===== src/rtl/mini_cpu_pkg.sv =====
// Shared definitions for the mini CPU and its instruction sender.
// Holds the opcode encoding, instruction field widths and bit offsets of
// the 22-bit packed instruction word, the sender FSM state type, and a
// helper that packs the fields into a word.
package mini_cpu_pkg;

  localparam int WORD_W   = 22;
  localparam int OPC_W    = 3;
  localparam int REG_W    = 4;
  localparam int IMM_W    = 6;

  localparam int OPC_LSB  = 19;
  localparam int SRC1_LSB = 15;
  localparam int SRC2_LSB = 11;
  localparam int SIMM_BIT = 10;
  localparam int IMM_LSB  = 4;
  localparam int DEST_LSB = 0;

  typedef enum logic [OPC_W-1:0] {
    LOAD    = 3'b000,
    ADD     = 3'b001,
    ADDI    = 3'b010,
    SUB     = 3'b011,
    SUBI    = 3'b100,
    MUL     = 3'b101,
    CLEAR   = 3'b110,
    DISPLAY = 3'b111
  } opcode_e;

  typedef enum logic [2:0] {
    S_IDLE,
    S_POWER,
    S_ISSUE,
    S_SEND,
    S_GAP,
    S_FIN
  } sender_state_e;

  function automatic logic [WORD_W-1:0] pack_instr(
    input opcode_e          op,
    input logic [REG_W-1:0] s1,
    input logic [REG_W-1:0] s2,
    input logic             simm,
    input logic [IMM_W-1:0] imm,
    input logic [REG_W-1:0] d
  );
    return {op, s1, s2, simm, imm, d};
  endfunction

endpackage


===== src/rtl/mini_cpu_prog_mem.sv =====
// Program memory for the instruction sender.
// DEPTH x WORD_W register array with a synchronous write port and a
// registered, enabled read port. The array itself is not reset; only the
// read register is, so the CPU field outputs come up as zero.
// Ports: clk, rst (async, active-high), wr_en/wr_addr/wr_data (write port),
//        rd_en/rd_addr (read request), rd_data (registered read word).
module mini_cpu_prog_mem
  import mini_cpu_pkg::*;
#(
  parameter int DEPTH = 16,
  parameter int AW    = 4
) (
  input  logic              clk,
  input  logic              rst,
  input  logic              wr_en,
  input  logic [AW-1:0]     wr_addr,
  input  logic [WORD_W-1:0] wr_data,
  input  logic              rd_en,
  input  logic [AW-1:0]     rd_addr,
  output logic [WORD_W-1:0] rd_data
);

  logic [WORD_W-1:0] mem [DEPTH];

  always_ff @(posedge clk) begin
    if (wr_en) mem[wr_addr] <= wr_data;
  end

  always_ff @(posedge clk or posedge rst) begin
    if (rst)        rd_data <= '0;
    else if (rd_en) rd_data <= mem[rd_addr];
  end

endmodule


===== src/rtl/mini_cpu_instr_sender.sv =====
// Instruction source for the mini CPU.
// A loader writes packed instruction words into program memory while idle.
// On start the block raises ligar, waits POWER_CYCLES, then issues prog_len
// instructions one at a time: each is presented on the field outputs, then
// strobed with a single-cycle enviar once cpu_ready is seen, followed by a
// one-cycle gap. done pulses once after the last instruction; abort stops
// issuing and drops ligar.
// Ports: clk, rst (async, active-high); wr_en/wr_addr/wr_data (loader);
//        prog_len/start/abort (control); cpu_ready (CPU handshake);
//        opcode/src1/src2/sinalImm/Imm/dest (instruction fields);
//        ligar, enviar, busy, done, pc (status/strobes).
module mini_cpu_instr_sender
  import mini_cpu_pkg::*;
#(
  parameter int DEPTH        = 16,
  parameter int AW           = 4,
  parameter int POWER_CYCLES = 4
) (
  input  logic              clk,
  input  logic              rst,
  input  logic              wr_en,
  input  logic [AW-1:0]     wr_addr,
  input  logic [WORD_W-1:0] wr_data,
  input  logic [AW:0]       prog_len,
  input  logic              start,
  input  logic              abort,
  input  logic              cpu_ready,
  output logic [OPC_W-1:0]  opcode,
  output logic [REG_W-1:0]  src1,
  output logic [REG_W-1:0]  src2,
  output logic              sinalImm,
  output logic [IMM_W-1:0]  Imm,
  output logic [REG_W-1:0]  dest,
  output logic              ligar,
  output logic              enviar,
  output logic              busy,
  output logic              done,
  output logic [AW-1:0]     pc
);

  localparam logic [AW:0] LEN_MAX  = (AW+1)'(DEPTH);
  localparam logic [AW:0] LEN_ONE  = (AW+1)'(1);
  localparam logic [7:0]  CNT_LAST = 8'(POWER_CYCLES - 1);

  sender_state_e     state, state_nxt;
  logic [AW-1:0]     pc_nxt;
  logic [7:0]        cnt, cnt_nxt;
  logic [AW:0]       len, len_nxt;
  logic              ligar_nxt;
  logic              len_ok;
  logic              last_instr;
  logic              rd_en;
  logic [WORD_W-1:0] word_p0;

  assign len_ok     = (prog_len != '0) && (prog_len <= LEN_MAX);
  assign last_instr = ({1'b0, pc} == (len - LEN_ONE));

  // Fetch the word on the edge that enters ISSUE, addressed by the pc that
  // ISSUE will hold, so fields are valid on the first ISSUE cycle and stay
  // put through SEND and GAP.
  assign rd_en = (state_nxt == S_ISSUE) && (state != S_ISSUE);

  mini_cpu_prog_mem #(
    .DEPTH (DEPTH),
    .AW    (AW)
  ) u_prog_mem (
    .clk     (clk),
    .rst     (rst),
    .wr_en   (wr_en && !busy),
    .wr_addr (wr_addr),
    .wr_data (wr_data),
    .rd_en   (rd_en),
    .rd_addr (pc_nxt),
    .rd_data (word_p0)
  );

  assign opcode   = word_p0[OPC_LSB  +: OPC_W];
  assign src1     = word_p0[SRC1_LSB +: REG_W];
  assign src2     = word_p0[SRC2_LSB +: REG_W];
  assign sinalImm = word_p0[SIMM_BIT];
  assign Imm      = word_p0[IMM_LSB  +: IMM_W];
  assign dest     = word_p0[DEST_LSB +: REG_W];

  assign busy = (state != S_IDLE);

  always_comb begin
    state_nxt = state;
    pc_nxt    = pc;
    cnt_nxt   = cnt;
    len_nxt   = len;
    ligar_nxt = ligar;
    unique case (state)
      S_IDLE: begin
        if (start && !abort && len_ok) begin
          len_nxt   = prog_len;
          pc_nxt    = '0;
          cnt_nxt   = '0;
          ligar_nxt = 1'b1;
          state_nxt = S_POWER;
        end
      end
      S_POWER: begin
        cnt_nxt = cnt + 8'd1;
        if (cnt == CNT_LAST) state_nxt = S_ISSUE;
      end
      S_ISSUE: begin
        if (cpu_ready) state_nxt = S_SEND;
      end
      S_SEND: state_nxt = S_GAP;
      S_GAP: begin
        if (last_instr) begin
          state_nxt = S_FIN;
        end else begin
          pc_nxt    = pc + AW'(1);
          state_nxt = S_ISSUE;
        end
      end
      S_FIN:   state_nxt = S_IDLE;
      default: state_nxt = S_IDLE;
    endcase
    // abort overrides everything, including a start in the same cycle
    if (abort) begin
      state_nxt = S_IDLE;
      ligar_nxt = 1'b0;
    end
  end

  always_ff @(posedge clk or posedge rst) begin
    if (rst) begin
      state  <= S_IDLE;
      pc     <= '0;
      cnt    <= '0;
      len    <= '0;
      ligar  <= 1'b0;
      enviar <= 1'b0;
      done   <= 1'b0;
    end else begin
      state  <= state_nxt;
      pc     <= pc_nxt;
      cnt    <= cnt_nxt;
      len    <= len_nxt;
      ligar  <= ligar_nxt;
      enviar <= (state_nxt == S_SEND);
      done   <= (state_nxt == S_FIN);
    end
  end

endmodule


===== config.mk =====
export PLATFORM = sky130hd
export DESIGN_NAME = mini_cpu_instr_sender
export DESIGN_NICKNAME = d
export VERILOG_FILES = /design/src/rtl/mini_cpu_pkg.sv /design/src/rtl/mini_cpu_prog_mem.sv /design/src/rtl/mini_cpu_instr_sender.sv
export SDC_FILE = /design/constraint.sdc
export NUM_CORES = 1
export LEC_CHECK = 0
export ABC_AREA = 1
export CORE_MARGIN = 2
export CORE_UTILIZATION = 57
export DETAILED_ROUTE_END_ITERATION = 8
export GPL_ROUTABILITY_DRIVEN = 0
export MAX_ROUTING_LAYER = met4
export PLACE_DENSITY = 0.82
export SYNTH_ARGS = -nofsm -noshare
export SYNTH_HDL_FRONTEND = slang
export SYNTH_HIERARCHICAL = 1
export SYNTH_SLANG_ARGS = --single-unit

===== constraint.sdc =====
create_clock -name clk -period 7.5 [get_ports clk]
set_clock_uncertainty 0.15 [all_clocks]
set_input_delay 0.75 -clock clk [delete_from_list [all_inputs] [get_ports clk]]
set_output_delay 0.75 -clock clk [all_outputs]
set_load 0.01 [all_outputs]

==> summary.txt <==
CTS
  • Hold buffers post-CTS: 0
  • Num CTS Buffers: 39
  • Post-CTS setup buffers: 0
  • CTS Sinks: 397
  • CTS tree: done
  • Reg clk slew, reported paths: approximately 60 ps
  • Max H-tree Level: 2
  • Clock Path Buffers: 3
  • Clock tree root buffer cell: clkbuf_16
  • CTS resizes: 0
  • Worst skew pair latency: 530 ps

Floorplanning
  • # IOs: 67
  • Row count: 62
  • DIE AREA: 30300 sq um
  • Initial Util: 0.576
  • Area of the core: between 20000 and 30000 sq um
  • Height of the die: between 150 and 200 um
  • Die Wd: 174 um

Yosys
  • Commonest register cell after synthesis: edfxtp_1
  • Count leader, synth: nand2_1
  • Post-synth top area cell: edfxtp_1
  • Post-synth EDFFs: 352
  • Post-synthesis register bit count: 397
  • Count of cell types in the netlist: 37
  • Yosys top cell area share: 0.641
  • Syn Inst Count: 1462
  • Synth Area per Inst: 11.3 sq um
  • Synth warn: 6
  • Async set or reset register ratio after synthesis: 0.113
  • Synth top area cells: edfxtp_1 64%, nand2_1 13%, nand3_1 8.5%
  • Netlist Area Pre-Place: 16500 sq um
  • Commonest cells in the netlist: 580 x nand2_1, 352 x edfxtp_1, 280 x nand3_1
  • Net count after synthesis: 1502
  • Post-synthesis sequential area ratio: 0.709

Timing
  • # setup viols final: 0
  • Final Hold Fails: 0
  • Max-slew violations: 0
  • Fin crit period: 4630 ps
  • Unrepaired setup endpoints after global routing: no
  • Fmax: around 220 MHz
  • Worst slew margin: 0.187
  • Worst-Margin Slew: approximately 1200 ps
  • Period utilization: 0.618
  • Min Hold Slack: 330 ps
  • TNS Setup: 0 ps

Route
  • DRC errors left: 0
  • Vias per inst: 5.92
  • Routed wire per std cell: 20.8 um
  • Antenna-violating nets left: 0
  • Iteration-0 DRC Markers: about 1300
  • Total iterations of the first detailed-routing run: 5
  • WL final: 40200 um
  • Vias: between 10000 and 15000

Layout
  • Area growth syn-to-layout: 13.5%
  • Share of cells above drive strength 1: 0.0866
  • Non-Filler Instances: 1933
  • Final #Nets: 1559
  • Post-Layout Inst Area: 18700 sq um

Setup path
  • Critical path data required time: between 7000 and 8000 ps
  • Startpoint Class: primary input
  • Crit path max fanout: 52
  • Worst reg-to-reg setup slack: 2870 ps
  • CP Class: in -> reg
  • Crit end category: register
  • Data arrival, critical path: 4900 ps

GRT
  • GRT Residual Overflow: 0
  • Largest net degree at the start of global routing: 103
  • Vias in the first global route: 11100
  • Initial antenna violation count: 1
  • Overall Global Routing Usage: 0.272
  • First-pass GRT wire length: 60900 um

Place
  • I/O Buffers: 66
  • Dpl cells: between 1500 and 2000
  • Placed cell area: about 17000 sq um
  • DP HPWL: 20800 um

Power
  • Worst vdd ir: between 0.00015 and 0.0002 V
  • Pwr/cell area: 260 nW/um^2
  • P_leak: 7.13 nW
  • Total power: 4.87 mW

Job
  • Max-cap violations: 0

Outcome
  • Status: finished, final reports clean

Hold path
  • Hold WC Path Type: reg -> reg
registers in the layout, indices dropped and copies added, names as in the netlist:
register,cells
ligar,1
enviar,1
u_prog_mem/mem,352
pc,4
len,5
cnt,8
done,1
u_prog_mem/rd_data,22
state,3
where the power goes:
| group | switching, mW | internal [mW] |
|---|---|---|
| sequential | 0.0459 | 2.48 |
| clock | 0.798 | 1.21 |
| combinational | 0.196 | 0.134 |
stage by stage:
| step | setup slack (ps) | util |
|---|---|---|
| after global routing | 2580 | 0.654 |
| after detailed placement | 2490 | 0.607 |
| after floorplan | 4880 | - |
| after global placement | 2560 | 0.607 |
| final | 2870 | 0.654 |
| after CTS | 2960 | 0.653 |
worst max-delay path, stage by stage:
cell and delay (ps):
clkdlybuf4s50_1 430, nor2_1 150, nand3_1 80, nand2_1 60, nand3_1 120, nor2_4 290
inv_2 120, nand3_1 110, nand2_2 480, inv_2 1060, buf_4 570, nand3_1 170
nand3_1 130, nand2_1 70, nand2_1 60, nand2_1 70, nand2_1 70, nand2_1 60
cell usage in the layout, fill, tap and decap left out, types with 3 or more instances in the layout:
cell	Yosys	layout
ha_1	3	3
edfxtp_1	352	352
clkinv_1	1	5
buf_4	6	26
bufinv_16	0	6
dfrtp_1	45	45
nand2_2	3	4
clkbuf_1	12	7
clkbuf_8	0	5
nor2_2	2	18
o21ai_0	6	6
nand4_1	4	4
clkdlybuf4s50_1	0	66
nor2_1	34	18
clkbuf_16	0	39
nand3_1	280	280
inv_2	10	10
o21ai_1	7	5
a21oi_1	5	5
nand2_1	580	579
inv_1	31	31
o21ai_4	1	3
clkinv_2	0	4
cell type report:
type,instances,area [sq um]
clock buffers,51,1070
diodes,1,2.50
inverters,44,170
flip-flops and latches,397,11700
well taps,384,480
multi-input cells,945,4180
clock inverters,19,253
fillers,1939,9920
repair buffers,92,856
path summary, 6_finish.rpt:
path	from	to	depth (start not counted)
max	prog_len[0]	u_prog_mem/rd_data[13]	18
min	u_prog_mem/rd_data[20]	u_prog_mem/rd_data[20]	2
max reg2reg	len[0]	u_prog_mem/rd_data[3]	22
min reg2reg	u_prog_mem/rd_data[20]	u_prog_mem/rd_data[20]	2
max in group asynchronous	rst	u_prog_mem/rd_data[18]	2
min in group asynchronous	rst	state[0]	2
per-layer routing:
layer / up-vias / routed length, um / track usage
met4: 0 / 1600 / 0.117
met5: - / 0 / -
met1: 5421 / 14800 / 0.346
met3: 138 / 4670 / 0.0538
met2: 771 / 19100 / 0.431
li1: 5114 / - / -
logic make-up (layout without fill, tap and decap cells):
kind of cell	after synthesis	after routing	share of synthesized area
xor+xnor	2	2	0.00106
fa+ha+maj	3	3	0.00228
buf+inv	120	206	0.0411
simple gates	916	916	0.237
other cells	0	1	0
compound gates	24	24	0.00918
flops	397	397	0.709
Note: power is estimated with default switching activity, not from simulation.
